===== config.mk =====
export PLATFORM = sky130hd
export DESIGN_NAME = segment_r_responder
export DESIGN_NICKNAME = d
export VERILOG_FILES = /design/src/rtl/segment_r_responder_pkg.sv /design/src/rtl/segment_r_responder_segr_out_fifo.sv /design/src/rtl/segment_r_responder.sv
export SDC_FILE = /design/constraint.sdc
export NUM_CORES = 2
export LEC_CHECK = 0
export CAP_MARGIN = 30
export CELL_PAD_IN_SITES_DETAIL_PLACEMENT = 1
export CELL_PAD_IN_SITES_GLOBAL_PLACEMENT = 2
export CORE_MARGIN = 4
export CORE_UTILIZATION = 25
export CTS_BUF_LIST = sky130_fd_sc_hd__clkbuf_2
export DETAILED_ROUTE_END_ITERATION = 10
export PLACE_DENSITY = 0.48
export SYNTH_ARGS = -nofsm -noshare
export SYNTH_HDL_FRONTEND = slang
export SYNTH_SLANG_ARGS = --single-unit

===== constraint.sdc =====
create_clock -name clock -period 4.89 [get_ports clock]
set_clock_uncertainty 0.05 [all_clocks]
set_input_delay 0.489 -clock clock [delete_from_list [all_inputs] [get_ports clock]]
set_output_delay 0.489 -clock clock [all_outputs]
set_load 0.01 [all_outputs]

===== src/rtl/segment_r_responder_pkg.sv =====
// Shared definitions for the read-only segment responder:
// FSM state encoding, output-buffer entry layout and a ceil(log2) helper.
package segment_r_responder_pkg;

    // Widest data token the output buffer can carry; DATA_W must not exceed it.
    localparam int SEGR_DATA_W = 8;

    typedef enum logic [1:0] {
        SEGR_RUN   = 2'd0,
        SEGR_DRAIN = 2'd1,
        SEGR_DONE  = 2'd2
    } segr_state_t;

    typedef struct packed {
        logic [SEGR_DATA_W-1:0] data;
        logic                   e;
    } segr_entry_t;

    function automatic int clog2(input int value);
        int result;
        int remaining;
        result    = 0;
        remaining = value - 1;
        while (remaining > 0) begin
            result    = result + 1;
            remaining = remaining >> 1;
        end
        return result;
    endfunction

endpackage


===== src/rtl/segment_r_responder_segr_out_fifo.sv =====
// Two-entry {data, e} output buffer for the segment responder.
// Reports its occupancy so the parent can add its in-flight read when
// deciding whether the address stream must be back-pressured.
module segr_out_fifo
    import segment_r_responder_pkg::*;
(
    input  logic        i_clock,
    input  logic        i_reset,
    input  logic        i_push,
    input  segr_entry_t i_pushEntry,
    input  logic        i_pop,
    output segr_entry_t o_headEntry,
    output logic [1:0]  o_count
);

    segr_entry_t r_slots [2];
    logic        r_wrPtr;
    logic        r_rdPtr;
    logic [1:0]  r_count;

    // Pointer and occupancy bookkeeping; a push and pop together leave the count unchanged.
    always_ff @(posedge i_clock) begin
        if (!i_reset) begin
            r_wrPtr <= 1'b0;
            r_rdPtr <= 1'b0;
            r_count <= 2'd0;
        end else begin
            if (i_push) begin
                r_slots[r_wrPtr] <= i_pushEntry;
                r_wrPtr          <= ~r_wrPtr;
            end
            if (i_pop) begin
                r_rdPtr <= ~r_rdPtr;
            end
            case ({i_push, i_pop})
                2'b10:   r_count <= r_count + 2'd1;
                2'b01:   r_count <= r_count - 2'd1;
                default: r_count <= r_count;
            endcase
        end
    end

    assign o_headEntry = r_slots[r_rdPtr];
    assign o_count     = r_count;

endmodule


===== src/rtl/segment_r_responder.sv =====
// Read-only segment responder: turns a stream of address tokens into a
// stream of table words, one per address, in order. An end-of-stream
// address token is answered with an end-of-stream data token, after which
// the block parks until reset.
// Optional feature macro: SEGR_BOUNDS_CHECK_EN (out-of-range addresses
// return 0 and raise a sticky err instead of wrapping).
module segment_r_responder
    import segment_r_responder_pkg::*;
#(
    parameter int ADDR_W = 32,
    parameter int DATA_W = SEGR_DATA_W,
    parameter int DEPTH  = 256
) (
    input  logic                      clock,
    input  logic                      reset,
    input  logic [ADDR_W-1:0]         addr_d,
    input  logic                      addr_e,
    input  logic                      addr_v,
    output logic                      addr_b,
    output logic [DATA_W-1:0]         data_d,
    output logic                      data_e,
    output logic                      data_v,
    input  logic                      data_b,
    input  logic                      init_we,
    input  logic [clog2(DEPTH)-1:0]   init_addr,
    input  logic [DATA_W-1:0]         init_data,
    output logic                      err
);

    localparam int AW = clog2(DEPTH);

    logic [DATA_W-1:0] r_table [DEPTH];
    logic [DATA_W-1:0] r_rdWord;
    segr_state_t       r_state;
    logic              r_pend;
    logic              r_pendEnd;
    logic              r_pendZero;

    logic              w_addrFire;
    logic              w_dataFire;
    logic              w_dataValid;
    logic              w_oob;
    logic [AW-1:0]     w_index;
    logic [1:0]        w_count;
    logic [1:0]        w_occupancy;
    logic              w_fifoPush;
    logic              w_fifoPop;
    segr_entry_t       w_fifoHead;
    segr_entry_t       w_pendEntry;
    segr_entry_t       w_head;

`ifdef SEGR_BOUNDS_CHECK_EN
    logic r_err;

    assign w_oob   = (addr_d >= ADDR_W'(DEPTH));
    assign w_index = addr_d[AW-1:0];
    assign err     = r_err;

    // Sticky flag: any accepted data address beyond the table end is remembered until reset.
    always_ff @(posedge clock) begin
        if (!reset) begin
            r_err <= 1'b0;
        end else if (w_addrFire && !addr_e && w_oob) begin
            r_err <= 1'b1;
        end
    end
`else
    logic w_unusedAddrHi;

    assign w_oob          = 1'b0;
    assign w_index        = addr_d[AW-1:0];
    assign err            = 1'b0;
    assign w_unusedAddrHi = ^addr_d[ADDR_W-1:AW];
`endif

    // The in-flight read counts against the two buffer slots so a result always has room to land.
    assign w_occupancy = w_count + {1'b0, r_pend};
    assign addr_b      = !reset || (r_state != SEGR_RUN) || (w_occupancy >= 2'd2);
    assign w_addrFire  = addr_v && !addr_b;

    // The read result bypasses the buffer when nothing older is waiting, giving one-cycle latency.
    assign w_pendEntry.data = (r_pendEnd || r_pendZero) ? '0 : SEGR_DATA_W'(r_rdWord);
    assign w_pendEntry.e    = r_pendEnd;
    assign w_head           = (w_count != 2'd0) ? w_fifoHead : w_pendEntry;

    assign w_dataValid = reset && (r_state != SEGR_DONE) && ((w_count != 2'd0) || r_pend);
    assign w_dataFire  = w_dataValid && !data_b;
    assign w_fifoPop   = w_dataFire && (w_count != 2'd0);
    assign w_fifoPush  = r_pend && !(w_dataFire && (w_count == 2'd0));

    assign data_v = w_dataValid;
    assign data_d = w_dataValid ? DATA_W'(w_head.data) : '0;
    assign data_e = w_dataValid && w_head.e;

    // Table storage: loads may land at any time, reads return the pre-write word on a same-index collision.
    always_ff @(posedge clock) begin
        if (init_we) begin
            r_table[init_addr] <= init_data;
        end
        if (w_addrFire && !addr_e) begin
            r_rdWord <= r_table[w_index];
        end
    end

    // Control FSM plus the single-stage read pipeline tags that travel with each accepted token.
    always_ff @(posedge clock) begin
        if (!reset) begin
            r_state    <= SEGR_RUN;
            r_pend     <= 1'b0;
            r_pendEnd  <= 1'b0;
            r_pendZero <= 1'b0;
        end else begin
            r_pend     <= w_addrFire;
            r_pendEnd  <= w_addrFire && addr_e;
            r_pendZero <= w_addrFire && w_oob;
            case (r_state)
                SEGR_RUN: begin
                    if (w_addrFire && addr_e) begin
                        r_state <= SEGR_DRAIN;
                    end
                end
                SEGR_DRAIN: begin
                    if (w_dataFire && w_head.e) begin
                        r_state <= SEGR_DONE;
                    end
                end
                SEGR_DONE: begin
                    r_state <= SEGR_DONE;
                end
                default: begin
                    r_state <= SEGR_RUN;
                end
            endcase
        end
    end

    segr_out_fifo uOutFifo (
        .i_clock     (clock),
        .i_reset     (reset),
        .i_push      (w_fifoPush),
        .i_pushEntry (w_pendEntry),
        .i_pop       (w_fifoPop),
        .o_headEntry (w_fifoHead),
        .o_count     (w_count)
    );

endmodule


==> flow_summary.yaml <==
worst_setup_path:
  end_kind: "output pin"
  critPathSlowestCell: "clkdlybuf4s50_1"
  critPathLaunchType: "input port"
  crit_type: "input port to output pin"
  cp.required_ns: 4.35
  cp_slowest_stage_delay_ns: 0.60
  crit_chain: "dlygate4sd3_1 > clkdlybuf4s50_1 > dlygate4sd3_1 > clkinv_1 > or3_4 > a211oi_1 > clkdlybuf4s50_1"
  cp.arrival_ns: 3.83
  critical_path_peak_fanout: 13
pwr:
  combPwrFrac_pct: 6.4
  seqPwrFrac_pct: 56.7
  p_leak_uw: 0.03038
  netSwitchingFraction_pct: 25.50
  vdd_drop_max_mv: 0.1724
  clkPwrFrac_pct: 36.9
  p_int_uw: 25890
  p_sw_uw: 8864
  powerDensity_nw_per_um2: 367.8
logic_synthesis:
  syn-cell-area_um2: 81660
  synth_nets: 3900
  yosys-top-cells-area: "edfxtp_1 76%, mux4_2 10%, mux4_1 2.5%"
  synth_top_cell_by_area: "edfxtp_1"
  synth_edf_count: 2074
  ys_types: 79
  synthFlopType: "edfxtp_1"
  ys_seq_area_share_pct: 76.49
  synth.most_common_cell: "edfxtp_1"
  ys_warn_count: 0
  synth_top_area_share_pct: 76.27
  synth_area_per_cell_um2: 21.26
  async_reset_ff_share_pct: 0
  synth-seq-cells: 2083
  synthTopCellsByCount: "2074 x edfxtp_1, 380 x mux4_2, 291 x nor2_1, 164 x a22oi_1, 124 x mux2i_1"
  synthCells: 3841
global_routing:
  overflow: 0
  antenna_found_initial: 23
  grt_use_total_pct: 14.56
  grt_max_degree: 161
  grt_pass1_vias: 45690
  grt_pass1_wl_um: 349400
timing:
  tns_ns: 0
  max-slew-margin-rel_pct: 33.63
  hold_viol_final: 0
  setup_violations: 0
  finalCritPeriodShare_pct: 89.33
  tightest_slew_ns: 0.9865
  period_needed_ns: 4.368
  slew_viol_final: 0
  max_clock_freq_mhz: 228.9
  rsz0062_at_grt: "false"
final_layout:
  drive_above_1_share_pct: 33.54
  layout.nets: 4656
  final_area_um2: 94500
  areaGrowthSynthToFinish_pct: 15.72
place:
  gp_congestion: 0.7304
  dp_hpwl_um: 149800
  port_buffers: 40
  place_area_um2: 88570
cts:
  cts_tree: "done"
  clock_sinks: 2083
  cts_made_buffers: 575
  cts_setup_buffers: 0
  cts-root-buf: "clkbuf_2"
  htreeDepth: 6
  clock_latency_ns: 1.72
  clk_pin_slew_ns: 0.09
  cts_max_path_buffers: 4
floorplanning:
  die_w_um: 579.5
  dieArea_um2: 335800
  num_io_pins: 66
  initial_core_util_pct: 25.14
  die_y_um: 579.5
  core_um2: 324800
  std_cell_rows: 209
route:
  wirelength_um: 248100
  vias_per_cell: 4.503
  drtIter0Drc: 3035
  wire_per_inst_um: 26.59
  drtAntennaViolNets: 0
  drcViolationCount: 0
  vias: 42010
  dr.pass1.iters: 5
run_status:
  status: "completed"
flow_run:
  drv_cap: 0
min_path:
  worstHoldPathType: "input port to flip-flop"
==> flip-flops by register name, indices dropped and copies added, names as in the netlist, named ones only <==
signal,count
r_rdWord,8
uOutFifo.r_wrPtr,1
uOutFifo.r_slots,18
uOutFifo.r_rdPtr,1
r_state,2
uOutFifo.o_count,2
r_pendEnd,1
r_table,2048
r_pend,1
==> final timing paths <==
check                                              to  cells after the start  slack (ns)                           from
worst max-delay path                        data_d[3]                      7        0.52                          reset
worst min-delay path            r_rdWord[4]$_DFFE_PP_                      8        0.31                      addr_d[0]
worst max register to register  r_rdWord[7]$_DFFE_PP_                      8        1.20      r_table[195][7]$_DFFE_PP_
worst min register to register              flip-flop                      2        0.48  uOutFifo.r_rdPtr$_SDFFE_PN0P_
==> placed cells by master, fill, tap and decap left out, types with 11 or more instances in the layout <==
cell type and count:
edfxtp_1 2074, a21oi_1 94, inv_2 11, clkinv_1 84, o22ai_1 24, o221ai_1 24, nor2_1 289, nor4_1 21
nand2_1 47, clkdlybuf4s50_1 26, mux2i_1 124, clkbuf_2 842, a211oi_1 31, bufinv_16 16, o21ai_0 26, mux4_2 380
nor2b_1 20, mux4_1 79, a22oi_1 164, nand3_1 19, nand4_1 12, dlygate4sd3_1 44, buf_4 296, buf_12 33
==> kinds of logic after synthesis <==
kind of cell | count (synthesis) | share of synthesized area (%)
compound gates | 430 | 3.720
mux | 587 | 14.60
other cells | 1 | 0.004592
flops | 2083 | 76.49
simple gates | 483 | 2.730
fa+ha+maj | 5 | 0.07661
xor+xnor | 4 | 0.04291
buf+inv | 248 | 2.341
==> final cells by class <==
| class | count | area [um^2] |
|---|---|---|
| timing repair buffer | 419 | 3948 |
| multi-input combinational | 1510 | 17380 |
| fill | 33560 | 230300 |
| antenna | 5 | 12.51 |
| inverter | 8 | 30.03 |
| clock buffer | 842 | 4214 |
| sequential | 2083 | 62460 |
| tap | 4325 | 5411 |
| clock inverter | 138 | 1040 |
==> worst max-delay path, delay by kind of cell <==
family	cells	cell delay [ns]
and+or+nand+nor	1	0.58
AOI/OAI and AO/OA	1	0.27
buffers and inverters	5	2.48
==> repair_timing <==
| item | CTS | global route |
|---|---|---|
| gates resized for setup | 1 | 0 |
| hold endpoints to repair | 2288 | 0 |
| hold buffers | 52 | 0 |
| endpoints found under the setup margin | 2 | 0 |
==> power groups by stage <==
stage	clock (uW)	sequential [uW]	combinational, uW
floorplan	0	20100	1120
global placement	0	20100	2190
detailed placement	0	20100	2220
CTS	13500	19700	2300
global route	14500	19700	2390
finish	12800	19700	2220
==> metrics by stage <==
step | util, % | total power (uW) | setup slack, ns | hold WS (ns) | cells
2_1_floorplan | - | 21230 | 2.398 | 0.4313 | 3841
5_1_grt | 29.09 | 36630 | 0.2287 | 0.1775 | 9328
6_report | 29.10 | 34760 | 0.5219 | 0.3130 | 9330
3_5_place_dp | 27.27 | 22350 | 0.6389 | 0.4517 | 8292
4_1_cts | 29.09 | 35510 | 0.1660 | 0.005928 | 9324
3_3_place_gp | 27.27 | 22320 | 0.6453 | 0.4479 | 8291
==> routing by layer <==
layer  GRT usage [%]  vias up  share of wire, %
met5               0        -             0.014
met3           2.831      333               4.9
li1                -    18020                 -
met2           23.36     1160                48
met4           3.934        6               1.9
met1           20.19    22490                46
No activity file was read; power rests on OpenSTA's default activity.
